===== src/rtl/regfile_wb_sched.sv =====
// rtl/regfile_wb_sched.sv - two-requester register write-back scheduler with WAW blocking and pending scoreboard
module regfile_wb_sched #(
  parameter int DEPTH = 2
) (
  input  logic        clock,
  input  logic        reset,
  input  logic        a_valid,
  output logic        a_ready,
  input  logic [4:0]  a_addr,
  input  logic [31:0] a_data,
  input  logic        b_valid,
  output logic        b_ready,
  input  logic [4:0]  b_addr,
  input  logic [31:0] b_data,
  output logic        regWrite,
  output logic [4:0]  writeReg,
  output logic [31:0] writeData,
  input  logic [4:0]  readReg1,
  input  logic [4:0]  readReg2,
  output logic        stall,
  output logic [31:0] pending,
  output logic        idle
);
  localparam int AW = $clog2(DEPTH);

  // index 0 is requester A, index 1 is requester B
  logic [4:0]       q_addr [2][DEPTH];
  logic [31:0]      q_data [2][DEPTH];
  logic [AW-1:0]    wr_ptr [2];
  logic [AW-1:0]    rd_ptr [2];
  logic [AW:0]      count  [2];
  logic [DEPTH-1:0] slot_valid [2];
  logic [4:0]       req_addr [2];
  logic [31:0]      req_data [2];
  logic [1:0]       req_valid, ready, push, pop, nonempty, full, conflict;
  logic             last_b;
  logic             src;

  always_comb begin
    req_valid   = {b_valid, a_valid};
    req_addr[0] = a_addr;
    req_addr[1] = b_addr;
    req_data[0] = a_data;
    req_data[1] = b_data;
  end

  always_comb begin
    for (int q = 0; q < 2; q++) begin
      for (int i = 0; i < DEPTH; i++) begin
        slot_valid[q][i] = ({1'b0, AW'(i) - rd_ptr[q]} < count[q]);
      end
    end
  end

  // Conflict looks only at the other requester; same-requester writes keep FIFO order.
  always_comb begin
    for (int q = 0; q < 2; q++) begin
      conflict[q] = 1'b0;
      for (int i = 0; i < DEPTH; i++) begin
        if (slot_valid[1-q][i] && q_addr[1-q][i] == req_addr[q]) conflict[q] = 1'b1;
      end
      if (regWrite && (src == (q == 0)) && writeReg == req_addr[q]) conflict[q] = 1'b1;
      full[q]     = (count[q] == (AW+1)'(DEPTH));
      nonempty[q] = (count[q] != '0);
      ready[q]    = (req_addr[q] == 5'd0) || (!full[q] && !conflict[q]);
      push[q]     = req_valid[q] && ready[q] && (req_addr[q] != 5'd0);
    end
    pop[0] = nonempty[0] && (!nonempty[1] || last_b);
    pop[1] = nonempty[1] && !pop[0];
  end

  assign a_ready = ready[0];
  assign b_ready = ready[1];

  always_comb begin
    pending = '0;
    for (int q = 0; q < 2; q++) begin
      for (int i = 0; i < DEPTH; i++) begin
        if (slot_valid[q][i]) pending[q_addr[q][i]] = 1'b1;
      end
    end
    if (regWrite) pending[writeReg] = 1'b1;
    pending[0] = 1'b0;
  end

  assign stall = pending[readReg1] | pending[readReg2];
  assign idle  = !nonempty[0] && !nonempty[1] && !regWrite;

  always_ff @(posedge clock) begin
    if (reset) begin
      for (int q = 0; q < 2; q++) begin
        wr_ptr[q] <= '0;
        rd_ptr[q] <= '0;
        count[q]  <= '0;
      end
      last_b    <= 1'b1;
      src       <= 1'b0;
      regWrite  <= 1'b0;
      writeReg  <= 5'd0;
      writeData <= 32'd0;
    end else begin
      for (int q = 0; q < 2; q++) begin
        if (push[q]) begin
          q_addr[q][wr_ptr[q]] <= req_addr[q];
          q_data[q][wr_ptr[q]] <= req_data[q];
          wr_ptr[q]            <= wr_ptr[q] + AW'(1);
        end
        if (pop[q]) rd_ptr[q] <= rd_ptr[q] + AW'(1);
        count[q] <= count[q] + (AW+1)'(push[q]) - (AW+1)'(pop[q]);
      end
      regWrite <= |pop;
      if (|pop) begin
        src       <= pop[1];
        last_b    <= pop[1];
        writeReg  <= pop[1] ? q_addr[1][rd_ptr[1]] : q_addr[0][rd_ptr[0]];
        writeData <= pop[1] ? q_data[1][rd_ptr[1]] : q_data[0][rd_ptr[0]];
      end
    end
  end
endmodule


===== config.mk =====
export PLATFORM = sky130hd
export DESIGN_NAME = regfile_wb_sched
export DESIGN_NICKNAME = d
export VERILOG_FILES = /design/src/rtl/regfile_wb_sched.sv
export SDC_FILE = /design/constraint.sdc
export NUM_CORES = 1
export LEC_CHECK = 0
export ABC_AREA = 1
export ABC_CLOCK_PERIOD_IN_PS = 6700
export CAP_MARGIN = 5
export CELL_PAD_IN_SITES_DETAIL_PLACEMENT = 0
export CELL_PAD_IN_SITES_GLOBAL_PLACEMENT = 1
export CORE_AREA = 2 2 188 190
export DETAILED_ROUTE_END_ITERATION = 8
export DIE_AREA = 0 0 190 192
export HOLD_SLACK_MARGIN = 0.12
export PLACE_DENSITY = 0.63
export SLEW_MARGIN = 5
export SYNTH_ARGS = -nofsm -noshare
export SYNTH_HDL_FRONTEND = slang
export SYNTH_SLANG_ARGS = --single-unit
export TNS_END_PERCENT = 5

===== constraint.sdc =====
create_clock -name clock -period 6.7 [get_ports clock]
set_input_delay 1.34 -clock clock [delete_from_list [all_inputs] [get_ports clock]]
set_output_delay 1.34 -clock clock [all_outputs]
set_load 0.005 [all_outputs]

======== Word-level counts from Yosys, hierarchy flattened ========
Memory sizes are Yosys's and may differ from the RTL's.
Cells that the tools add are included.
word-level totals
  bits of input ports ..................... 88
  output and inout bits ................... 74
  memory bits (writable) .................. 156
  word-level logic and storage cells ...... 183
  memories ................................ 5
  flip-flop bits (word level) ............. 40
operators by class
  multiplexer cells ....................... 72
  magnitude comparators ................... 22
  add/sub/neg operators ................... 12
  equal/unequal tests ..................... 8
  bitwise logic cells ..................... 16
  reductions and logical operators ........ 43
memory list
  memory  depth  bits a word  read ports  clocked after memory_dff  write ports  RTL line  RTL
  q_data  2      64           2           0                         2            28        logic [31:0] q_data [2][DEPTH];
  q_addr  2      10           2           0                         2            27        logic [4:0] q_addr [2][DEPTH];
  count   2      2            2           0                         2            31        logic [AW:0] count [2];
  rd_ptr  2      1            2           0                         2            30        logic [AW-1:0] rd_ptr [2];
  wr_ptr  2      1            2           0                         2            29        logic [AW-1:0] wr_ptr [2];
operators by type and width
  cell                   count
  $mux W32               14
  $mux W64               2
  $or A32 B32 Y32        4
  $demux W32 S1          2
  $mux W5                9
  $lt A5 B6 Y1 const B   7
  $mux W1                32
  $eq A5 B5 Y1           6
  $demux W1 S5           5
  $ge A5 B1 Y1 const B   5
  $logic_and A1 B1 Y1    25
  $mux W10               2
  $bmux W1 S5            2
  $demux W5 S1           2
  $logic_not A5 Y1       2
  $reduce_bool A5 Y1     2
  $ge A2 B2 Y1 const B   4
  $logic_not A1 Y1       8
  $lt A1 B2 Y1           4
  $not A1 Y2             4
  $or A1 B1 Y1           7
  $add A1 B1 Y1 const B  4
  $add A2 B1 Y2          2
  $eq A2 B2 Y1 const B   2
  other kinds (8)        17

======== Depth between registers and ports, before layout ========
Gate-level depths: netlist of run 1.
An unclocked memory read counts as a cell.
  depth in word-level cells ............... 17
  depth in mapped cells ................... 16
  gate-level depth less buffers ........... 16

======== Worst setup path before layout of run 1 ========
No wires, ideal clock.
  path kind ............................... input -> register
  start point ............................. input b_addr[0]
  end point ............................... memory q_addr[0][10] (netlist name), enable pin
  path buffers ............................ 0
  arrival ................................. 3554 ps
  required time ........................... 6269 ps
  setup time .............................. 431 ps
  slack ................................... 2715 ps
  stages .................................. 8
  cell sequence ........................... inv_1 -> o22ai_1 -> inv_1 -> nand4_1 -> nand3_1 -> nor2_1 -> nand4_1 -> nor2_1
RTL lines
  what             RTL line  RTL
  start, declared  13        input logic [4:0] b_addr,
  end, declared    27

======== Worst setup path after layout of run 1 ========
  start point ............................. input readReg2[0]
  end point ............................... output stall
on the way
  longest elaborated chain between the ends .. 3
RTL lines
  what                           RTL line  RTL
  start, declared                19        input logic [4:0] readReg2,
  $bmux W1 S5                    86        assign stall = pending[readReg1] | pending[readReg2];
  $mux W1 (implied by the code)  86
  $or A1 B1 Y1                   86
  end, declared                  20        output logic stall,
Every way passes these cells. The select of a mux whose other input is x is not followed.

==> metrics.md, run 1 <==
| Metric | Value |
|---|---|
| ANT nets after route | `0` |
| Final worst-path cycle share | `78.08%` |
| Clock Path Buffers | `2` |
| CTS hold repair buffers | `0` |
| Final Slew Violations | `0` |
| Layout cell share with drive strength beyond 1 | `7.304%` |
| Worst R2R Start | `rd_ptr[0][0]` |
| Synth Net Count | `1268` |
| CTS buffer count | `17` |
| Setup ws final | `1.469 ns` |
| Die Span X | `190 um` |
| HPWL Detailed | `26270 um` |
| Worst R2R Path Depth | `11` |
| Grt ovf | `0` |
| XOR/XNOR share of the synthesized area | `1.118%` |
| Seq pwr share | `38.7%` |
| Synth Instances | `about 1200` |
| Slew headroom | `26.10%` |
| Adder-Cell Fraction of Synth Area | `0.4912%` |
| Critical-path maximum fanout | `10` |
| Setup crit end | `stall` |
| Cell variety after synth | `38` |
| Peak Freq | `191.2 MHz` |
| Slowest-stage cell, CP | `clkdlybuf4s50_1` |
| Top cell type's share of synthesized area | `44.80%` |
| Starting DRT DRC Count | `791` |
| Port buffer count | `160` |
| Number of synthesized register bits | `roughly 200` |
| Net Sw Frac | `between 30% and 40%` |
| Max incr delay on CP | `0.73 ns` |
| Global-route wire length before repair | `53210 um` |
| Synth area leader | `edfxtp_1` |
| # nets final | `1407` |
| Data arrival, critical path | `between 3 and 4 ns` |
| GRT Overall Usage | `19.43%` |
| Crit path cell chain | `clkdlybuf4s50_1, clkinv_1, nor2_1, inv_1, a21oi_1, nor2_1, nand2_1, nand3_1, nand3_1, nand2_1, nand3_1, clkdlybuf4s50_1` |
| Delay-heaviest family, CP | `buffers and inverters` |
| Place WS | `1.573 ns` |
| Worst Hold Class | `register to register` |
| CP startpoint | `readReg2[0]` |
| Setup TNS | `0 ns` |
| # DRC | `0` |
| Clk pwr share | `24.6%` |
| CP bufs+invs | `4` |
| Worst-Margin Slew | `1.106 ns` |
| Most used cell, CP | `nand3_1` |
| Reg2reg setup slack | `3.27 ns` |
| Reg-to-Reg End | `q_addr[0][11]` |
| MaxCap Viol Count | `0` |
| DR WL/cell | `19.90 um` |
| Critical setup path kind | `input port to primary output` |
| Critical Path End Type | `primary output` |
| Clk pin slew, worst setup/hold paths | `0.08 ns` |
| Largest family of logic cells by synthesized area | `simple AND/OR/NAND/NOR gates` |
| Internal power | `about 2.6 mW` |
| Antenna fix cells | `0` |
| Total Die Area | `36480 um2` |
| Post-synthesis mux area share | `roughly 3.2%` |
| Row Count | `68` |
| Leakage power | `4.910 nW` |
| Sequential fraction of the synthesis area | `53.44%` |
| Clock Tree Root | `clkbuf_16` |
| Commonest non-fill, non-tap cells in the layout | `nor2_1, nand2_1, clkdlybuf4s50_1, edfxtp_1, nand3_1` |
| Via-to-Cell Ratio | `between 5 and 6` |
| Switching power | `around 1.6 mW` |
| Levels on crit path | `12` |
| Top post-synthesis cells by area | `edfxtp_1, nor2_1, dfxtp_1` |
| Final Setup Violations | `0` |
| Setup Buffers After CTS | `0` |
| IR drop worst, VDD | `0.2036 mV` |
| DRT Wirelength | `approximately 35000 um` |
| CTS tree | `built` |
| Drt pass-1 iters | `5` |
| Power Density | `approximately 330 nW/um2` |
| # IOs | `162` |
| Simple-gate share of the synthesized area | `between 20% and 30%` |
| Chip height | `between 150 and 200 um` |
| Largest net degree at the start of global routing | `46` |
| CTS resizes | `0` |
| Synth Area in Compound Gates | `9.161%` |
| Minimum clock period | `5.231 ns` |
| Area growth syn-to-layout | `25.84%` |
| Clk Latency, worst-skew pair | `approximately 0.44 ns` |
| Via count of the routed design | `8941` |
| Htree depth | `4` |
| CORE AREA | `34290 um2` |
| Vias in the first global route | `8777` |
| Post-Synthesis Cell Area | `10190 um2` |
| Initial antenna violation count | `0` |
| Combinational share of power | `36.7%` |
| GPL Wtd Cong | `0.9590` |
| Final Core Density | `37.39%` |
| Synth Warn # | `0` |
| RSZ-0062 raised after global routing | `no` |
| Worst path required time | `5.36 ns` |
| Starting Density | `about 30%` |
| Startpoint types | `input port` |
| Outcome | `completed` |
| Final Hold Vio Count | `0` |
| CTS Sinks | `196` |
| Layout Skew | `0.03374 ns` |
| Commonest non-fill, non-tap cell in the layout | `nor2_1` |
| Post-Syn Area per Cell | `8.664 um2` |
==> logic make-up after synthesis <==
| group | Yosys count |
|---|---|
| compound gates | 157 |
| fa+ha+maj | 4 |
| simple gates | 628 |
| other cells | 1 |
| buf+inv | 145 |
| flops | 196 |
| mux | 32 |
| xor+xnor | 13 |
==> sequential cells by signal, summed over array words and instances (netlist names) <==
name       cells
count          4
regWrite       1
q_addr        20
writeData     32
src            1
writeReg       5
rd_ptr         2
last_b         1
wr_ptr         2
q_data       128
==> area by class of cell <==
class                           count  area [um2]
Fill cell                        3497       21470
Sequential cell                   196        5445
Multi-Input combinational cell    835        4158
Timing Repair Buffer              169        1669
Tap cell                          455       569.3
Clock buffer                       17       425.4
Inverter                           96       360.3
Clock inverter                     15       193.9
==> metrics by stage <==
stage | power, mW | area, um2 | std cells | hold slack, ns
floorplan | 2.559 | 10190 | 1176 | 0.4426
global placement | 3.235 | 12200 | 1751 | 0.4664
detailed placement | 3.236 | 12200 | 1751 | 0.4680
CTS | 4.289 | 12820 | 1783 | 0.4851
global route | 4.497 | 12820 | 1783 | 0.5049
finish | 4.240 | 12820 | 1783 | 0.4773
==> cell usage after synthesis <==
cell,n
nor2_2,8
or2_2,1
nand3_1,146
nor4_1,3
o22ai_1,13
dfxtp_1,44
a21boi_0,2
buf_6,4
o21ai_0,67
buf_4,6
xor2_1,8
o211ai_1,11
edfxtp_1,152
o21ai_1,7
inv_1,81
nand2_4,1
o21a_1,1
nor2_4,1
mux2i_1,25
buf_2,15
ha_1,4
xnor2_1,5
a21oi_1,36
clkinv_1,2
nor3_1,9
a21oi_2,2
nand3_2,5
nand4_1,11
mux2_2,7
nand2_1,175
a221oi_1,1
nand2_2,12
a32o_1,17
nor3_2,2
clkbuf_1,24
nor2_1,254
inv_2,13
conb_1,1
==> power by group through the flow <==
stage               clock network [mW]  registers [mW]  logic (mW)
global placement                     0            1.67        1.57
floorplan                            0            1.62       0.937
global route                      1.12            1.66        1.72
finish                            1.04            1.64        1.56
detailed placement                   0            1.66        1.57
CTS                               1.07            1.64        1.58
==> layer usage <==
layer	up-vias	share of wire, %	wire, um	global-route usage, %
li1	4304	-	-	-
met1	4249	45	15910	26.27
met2	356	46	16350	31.56
met3	32	7.5	2646	4.422
met4	0	1.6	574	4.681
met5	-	0	0	0
==> worst register-to-register path, stage by stage (launching register included) <==
cell and delay (ns):
edfxtp_1 0.40, buf_4 0.38, nand2_1 0.17, nand2_2 0.21
nand2_1 0.14, nor3_1 0.05, nand4_1 0.08, nand3_1 0.18
nor2_1 0.17, nand4_1 0.25, nor2_4 0.66, buf_4 0.39
==> how the worst min path moves through the flow <==
stage | to | slack (ns) | cells past startpoint | from
after floorplan | src | 0.44 | 2 | src
after global placement | writeData[10] | 0.47 | 2 | writeData[10]
after detailed placement | writeData[17] | 0.47 | 2 | writeData[17]
after CTS | writeData[6] | 0.49 | 2 | writeData[6]
after global routing | writeData[11] | 0.50 | 2 | writeData[11]
final | writeData[6] | 0.48 | 2 | writeData[6]
Power figures use the tool's default switching activity.
==> inputs of run 2 (changes only) <==
--- a/config.mk
+++ b/config.mk
@@ -6,7 +6,7 @@
 export NUM_CORES = 1
 export LEC_CHECK = 0
 export ABC_AREA = 1
-export ABC_CLOCK_PERIOD_IN_PS = 6700
+export ABC_CLOCK_PERIOD_IN_PS = 4900
 export CAP_MARGIN = 5
 export CELL_PAD_IN_SITES_DETAIL_PLACEMENT = 0
 export CELL_PAD_IN_SITES_GLOBAL_PLACEMENT = 1
==> constraint.sdc (replaced) <==
create_clock -name clock -period 4.9 [get_ports clock]
set_input_delay 0.98 -clock clock [delete_from_list [all_inputs] [get_ports clock]]
set_output_delay 0.98 -clock clock [all_outputs]
set_load 0.005 [all_outputs]
==> run 2 against run 1 <==
Against the previous run: via count rose by 1.3%; die area is the same; final area is 0.62% higher; clock power up 38%; highest routed layer unchanged; critical path type unchanged; core utilization rose by 0.23 points; setup slack worse by 1.1 ns; clock skew fell by 0.016 ns; power rose by 38%; critical path depth is the same; register-to-register slack worse by 1.1 ns; hold slack better by 0.00059 ns; flip-flop and latch count is the same.
==> metrics.md, run 2 (synthesized netlist as in run 1, its figures left out) <==
| Metric | Value |
|---|---|
| Pwr Total | `between 5 and 6 mW` |
| Die Span X | `190 um` |
| CTS hold repair buffers | `0` |
| Critical-path maximum fanout | `10` |
| Delay-heaviest family, CP | `buffers and inverters` |
| Via-to-Cell Ratio | `~5.1` |
| GRT Overall Usage | `roughly a fifth` |
| CP startpoint | `readReg2[0]` |
| Most used cell, CP | `nand3_1` |
| Clk Latency, worst-skew pair | `0.44 ns` |
| Data arrival, critical path | `3.50 ns` |
| Total Die Area | `between 30000 and 40000 um2` |
| Minimum clock period | `4.484 ns` |
| Slew headroom | `51.75%` |
| Outcome | `completed` |
| GPL Wtd Cong | `~0.96` |
| Max incr delay on CP | `0.72 ns` |
| Final worst-path cycle share | `91.52%` |
| CORE AREA | `about 34000 um2` |
| Grt ovf | `0` |
| Drt pass-1 iters | `5` |
| HPWL Detailed | `between 20000 and 30000 um` |
| CTS buffer count | `17` |
| Final Hold Vio Count | `0` |
| CTS resizes | `0` |
| # nets final | `1413` |
| Final hold slack | `0.4778 ns` |
| # IOs | `162` |
| Critical setup path kind | `input port to primary output` |
| CTS tree | `built` |
| Crit path cell chain | `clkdlybuf4s50_1, clkinv_1, nor2_1, inv_1, a21oi_1, nor2_1, nand2_1, nand3_1, nand3_1, nand2_1, nand3_1, clkdlybuf4s50_1` |
| Setup TNS | `0 ns` |
| Multi-input logic area | `around 4200 um2` |
| Vias in the first global route | `8681` |
| DR WL/cell | `slightly above 20 um` |
| Commonest non-fill, non-tap cell in the layout | `nor2_1` |
| Layout cell share with drive strength beyond 1 | `7.721%` |
| Worst R2R Start | `writeReg[2]` |
| Commonest non-fill, non-tap cells in the layout | `nor2_1, nand2_1, clkdlybuf4s50_1, edfxtp_1, nand3_1` |
| DRT Wirelength | `between 30000 and 40000 um` |
| Leakage power | `roughly 5 nW` |
| Layout Skew | `0.01733 ns` |
| CTS Sinks | `about 200` |
| # DRC | `0` |
| Clock Path Buffers | `2` |
| Chip height | `192 um` |
| IR drop worst, VDD | `0.2857 mV` |
| Hold path startpoint | `writeData[30]` |
| Setup Buffers After CTS | `0` |
| Port buffer count | `between 150 and 200` |
| Sequential Area | `roughly 5400 um2` |
| Clk pin slew, worst setup/hold paths | `0.08 ns` |
| Via count of the routed design | `9061` |
| Max reg flops | `128` |
| Fillers | `between 3000 and 4000` |
| Largest net degree at the start of global routing | `40` |
| Initial antenna violation count | `1` |
| Worst Hold Class | `register to register` |
| Peak Freq | `223.0 MHz` |
| Slowest-stage cell, CP | `clkdlybuf4s50_1` |
| Global-route wire length before repair | `53810 um` |
| Worst-Margin Slew | `0.7226 ns` |
| Starting Density | `~30%` |
| RSZ-0062 raised after global routing | `no` |
| Final Setup Violations | `0` |
| Fin area | `~13000 um2` |
| Power Density | `453.4 nW/um2` |
| Final Slew Violations | `0` |
| Worst path required time | `about 3.9 ns` |
| Startpoint types | `input port` |
| Starting DRT DRC Count | `921` |
| Critical Path End Type | `primary output` |
| ANT nets after route | `0` |
| Placed inst area | `12280 um2` |
| Htree depth | `4` |
| CP bufs+invs | `4` |
| Row Count | `~70` |
| MaxCap Viol Count | `0` |
| Area growth syn-to-layout | `26.62%` |
| Clock Tree Root | `clkbuf_16` |
==> run 2: cell types whose count changed in the layout (fill, tap and decap cells not counted) <==
cell / delta
diode_2: +1
clkinv_8: -2
inv_6: -1
buf_12: +3
clkinvlp_4: +1
inv_12: +3
inv_16: -1
buf_4: +3
==> run 2: worst register-to-register path: stages (launching register included) <==
cell and delay, ns:
dfxtp_1 0.57, inv_1 0.24, nand2_1 0.10, a21oi_1 0.07
nand3_1 0.10, nand4_1 0.16, nor2_1 0.22, nand2_1 0.21
nor2_4 0.48, buf_12 0.27
==> run 2: final timing paths <==
path,to,cells past startpoint,slack [ns]
hold / removal,writeData[30],2,0.48
setup reg to reg,q_data[0][30],9,2.16
hold reg to reg,writeData[30],2,0.48
setup / recovery,stall,12,0.42
==> run 2: metrics by stage <==
| step | setup WS [ns] | cells | utilization [%] |
|---|---|---|---|
| 2_1_floorplan | 1.275 | 1176 | - |
| 3_3_place_gp | 0.4896 | 1757 | 35.83 |
| 3_5_place_dp | 0.4884 | 1757 | 35.83 |
| 4_1_cts | 0.4790 | 1789 | 37.62 |
| 5_1_grt | 0.1951 | 1790 | 37.63 |
| 6_report | 0.4156 | 1790 | 37.63 |
==> run 2: report_power, final <==
group	internal [mW]	leakage [nW]	switching (mW)
registers	2.06	1.76	0.192
logic	0.815	2.89	1.34
clock network	0.707	0.296	0.729
==> run 2: per-layer routing <==
layer  share of wire [%]  vias to the layer above  GRT usage (%)
met2                  47                      361          32.51
met3                 7.5                       34          4.367
met1                  45                     4354          27.09
met4                0.98                        0          3.965
met5                   0                        -              0
li1                    -                     4312              -
==> run 2: layout make-up <==
| class | instances | share of cell area [%] |
|---|---|---|
| well taps | 455 | 4.413 |
| clock inverters | 15 | 1.464 |
| flip-flops and latches | 196 | 42.21 |
| repair buffers | 175 | 13.58 |
| clock buffers | 17 | 3.297 |
| inverters | 96 | 2.793 |
| multi-input cells | 835 | 32.23 |
| diodes | 1 | 0.01940 |
==> inputs of run 3 (changes only) <==
--- a/config.mk
+++ b/config.mk
@@ -15,6 +15,8 @@
 export DIE_AREA = 0 0 190 192
 export HOLD_SLACK_MARGIN = 0.12
 export PLACE_DENSITY = 0.63
+export RECOVER_POWER = 50
+export SKIP_CTS_REPAIR_TIMING = 1
 export SLEW_MARGIN = 5
 export SYNTH_ARGS = -nofsm -noshare
 export SYNTH_HDL_FRONTEND = slang
==> run 3 against run 2 <==
Against the previous run: die area is the same; register-to-register slack worse by 0.62 ns; clock-buffer cell count stayed put; hold slack worse by 0.0020 ns; first-iteration DRC count shrank 1.5%; combinational power down 2%.
==> metrics.md, run 3 (synthesized netlist as in run 1, its figures left out) <==
| Metric | Value |
|---|---|
| Outcome | `completed` |
| Global-route wire length before repair | `~54000 um` |
| # nets final | `1413` |
| HPWL Detailed | `26910 um` |
| Total Die Area | `36480 um2` |
| Power Density | `448.9 nW/um2` |
| CTS buffer count | `17` |
| Place WS | `0.4884 ns` |
| Reg2reg setup slack | `1.54 ns` |
| Worst path required time | `a little under 4 ns` |
| Clock Tree Root | `clkbuf_16` |
| Starting DRT DRC Count | `~900` |
| Commonest non-fill, non-tap cell in the layout | `nor2_1` |
| Port buffer count | `160` |
| Via count of the routed design | `9010` |
| ANT nets after route | `0` |
| Initial antenna violation count | `7` |
| Setup TNS | `0 ns` |
| Layout Skew | `around 0.013 ns` |
| Area growth syn-to-layout | `26.57%` |
| Delay-heaviest family, CP | `buffers and inverters` |
| Critical Path End Type | `primary output` |
| Leakage power | `about 5.0 nW` |
| CTS tree | `built` |
| Row Count | `slightly below 70` |
| Grt ovf | `0` |
| Final Setup Violations | `0` |
| Seq pwr share | `around two fifths` |
| Starting Density | `29.71%` |
| Critical-path maximum fanout | `10` |
| GPL Wtd Cong | `0.9571` |
| Htree depth | `4` |
| Most used cell, CP | `nand3_1` |
| # IOs | `162` |
| Worst-Margin Slew | `1.467 ns` |
| Net Sw Frac | `39.02%` |
| Internal power | `3.530 mW` |
| Minimum clock period | `4.464 ns` |
| Peak Freq | `between 200 and 250 MHz` |
| Slew headroom | `2.218%` |
| IR drop worst, VDD | `roughly 0.29 mV` |
| Via-to-Cell Ratio | `5.028` |
| Max incr delay on CP | `0.71 ns` |
| CP startpoint | `readReg2[0]` |
| Final Hold Vio Count | `0` |
| DRT Wirelength | `36010 um` |
| Data arrival, critical path | `3.48 ns` |
| CTS Sinks | `196` |
| Final Slew Violations | `0` |
| Clk Latency, worst-skew pair | `~0.44 ns` |
| Startpoint types | `input port` |
| Switching power | `around 2.3 mW` |
| CP bufs+invs | `4` |
| Layout cell share with drive strength beyond 1 | `7.421%` |
| Chip height | `192 um` |
| Critical setup path kind | `input port to primary output` |
| RSZ-0062 raised after global routing | `no` |
| # DRC | `0` |
| Clk pin slew, worst setup/hold paths | `around 0.080 ns` |
| Worst R2R Start | `count[0][2]` |
| Commonest non-fill, non-tap cells in the layout | `nor2_1, nand2_1, edfxtp_1, nand3_1, dlygate4sd3_1` |
| Slowest-stage cell, CP | `clkdlybuf4s50_1` |
| Die Span X | `190 um` |
| Vias in the first global route | `8681` |
| Combinational share of power | `between 30% and 40%` |
| Clk pwr share | `24.8%` |
| Setup ws final | `0.4364 ns` |
| Max reg flops | `128` |
| MaxCap Viol Count | `0` |
| DR WL/cell | `20.10 um` |
| Final worst-path cycle share | `91.09%` |
| Drt pass-1 iters | `6` |
| GRT Overall Usage | `19.88%` |
| Hold path startpoint | `writeData[30]` |
| Worst Hold Class | `register to register` |
| CORE AREA | `34290 um2` |
| Crit path cell chain | `clkdlybuf4s50_1, clkinv_1, nor2_1, inv_1, a21oi_1, nor2_1, nand2_1, nand3_1, nand3_1, nand2_1, nand3_1, clkdlybuf4s50_1` |
| Largest net degree at the start of global routing | `40` |
| Clock Path Buffers | `2` |
[run 3: path summary, 6_finish.rpt]
kind                    to  cells past startpoint
max reg2reg    writeReg[4]                      9
max                  stall                     12
min reg2reg  writeData[30]                      2
min          writeData[30]                      2
[run 3: metal layers]
metal  GRT usage, %  part of all wire, %
met5              0                 0.12
met4          3.965                  1.1
met3          4.367                  7.7
met2          32.51                   47
met1          27.09                   45
[run 3: area by class of cell]
class	instances	area [um2]
well taps	455	569.3
diodes	3	7.507
fillers	3509	21390
clock inverters	15	188.9
flip-flops and latches	196	5445
multi-input cells	835	4155
clock buffers	17	425.4
inverters	96	360.3
repair buffers	175	1744
[run 3: power by group through the flow]
stage	clock, mW	combinational [mW]	sequential [mW]
after floorplan	0	1.28	2.22
after global placement	0	2.17	2.29
after detailed placement	0	2.18	2.28
after CTS	1.47	2.19	2.25
after global routing	1.53	2.32	2.27
final	1.43	2.11	2.25
[run 3: through the flow]
step                      std cells  hold slack, ns  power (mW)  util [%]  instance area [um2]
after floorplan                1176          0.4426       3.500         -                10190
after global placement         1757          0.4652       4.452     35.83                12280
after detailed placement       1757          0.4615       4.464     35.83                12280
after CTS                      1789          0.4818       5.902     37.62                12900
after global routing           1791          0.4838       6.126     37.60                12890
final                          1792          0.4759       5.789     37.61                12900
[run 3: worst register-to-register path, cell delays in order (launching register included)]
cell and delay, ns:
dfxtp_1 0.36, nor2_1 0.34, inv_2 0.09, nor2_2 0.14, inv_1 0.10, nand2_2 0.06
clkbuf_1 1.06, inv_1 0.71, nand3_1 0.24, o21ai_0 0.13
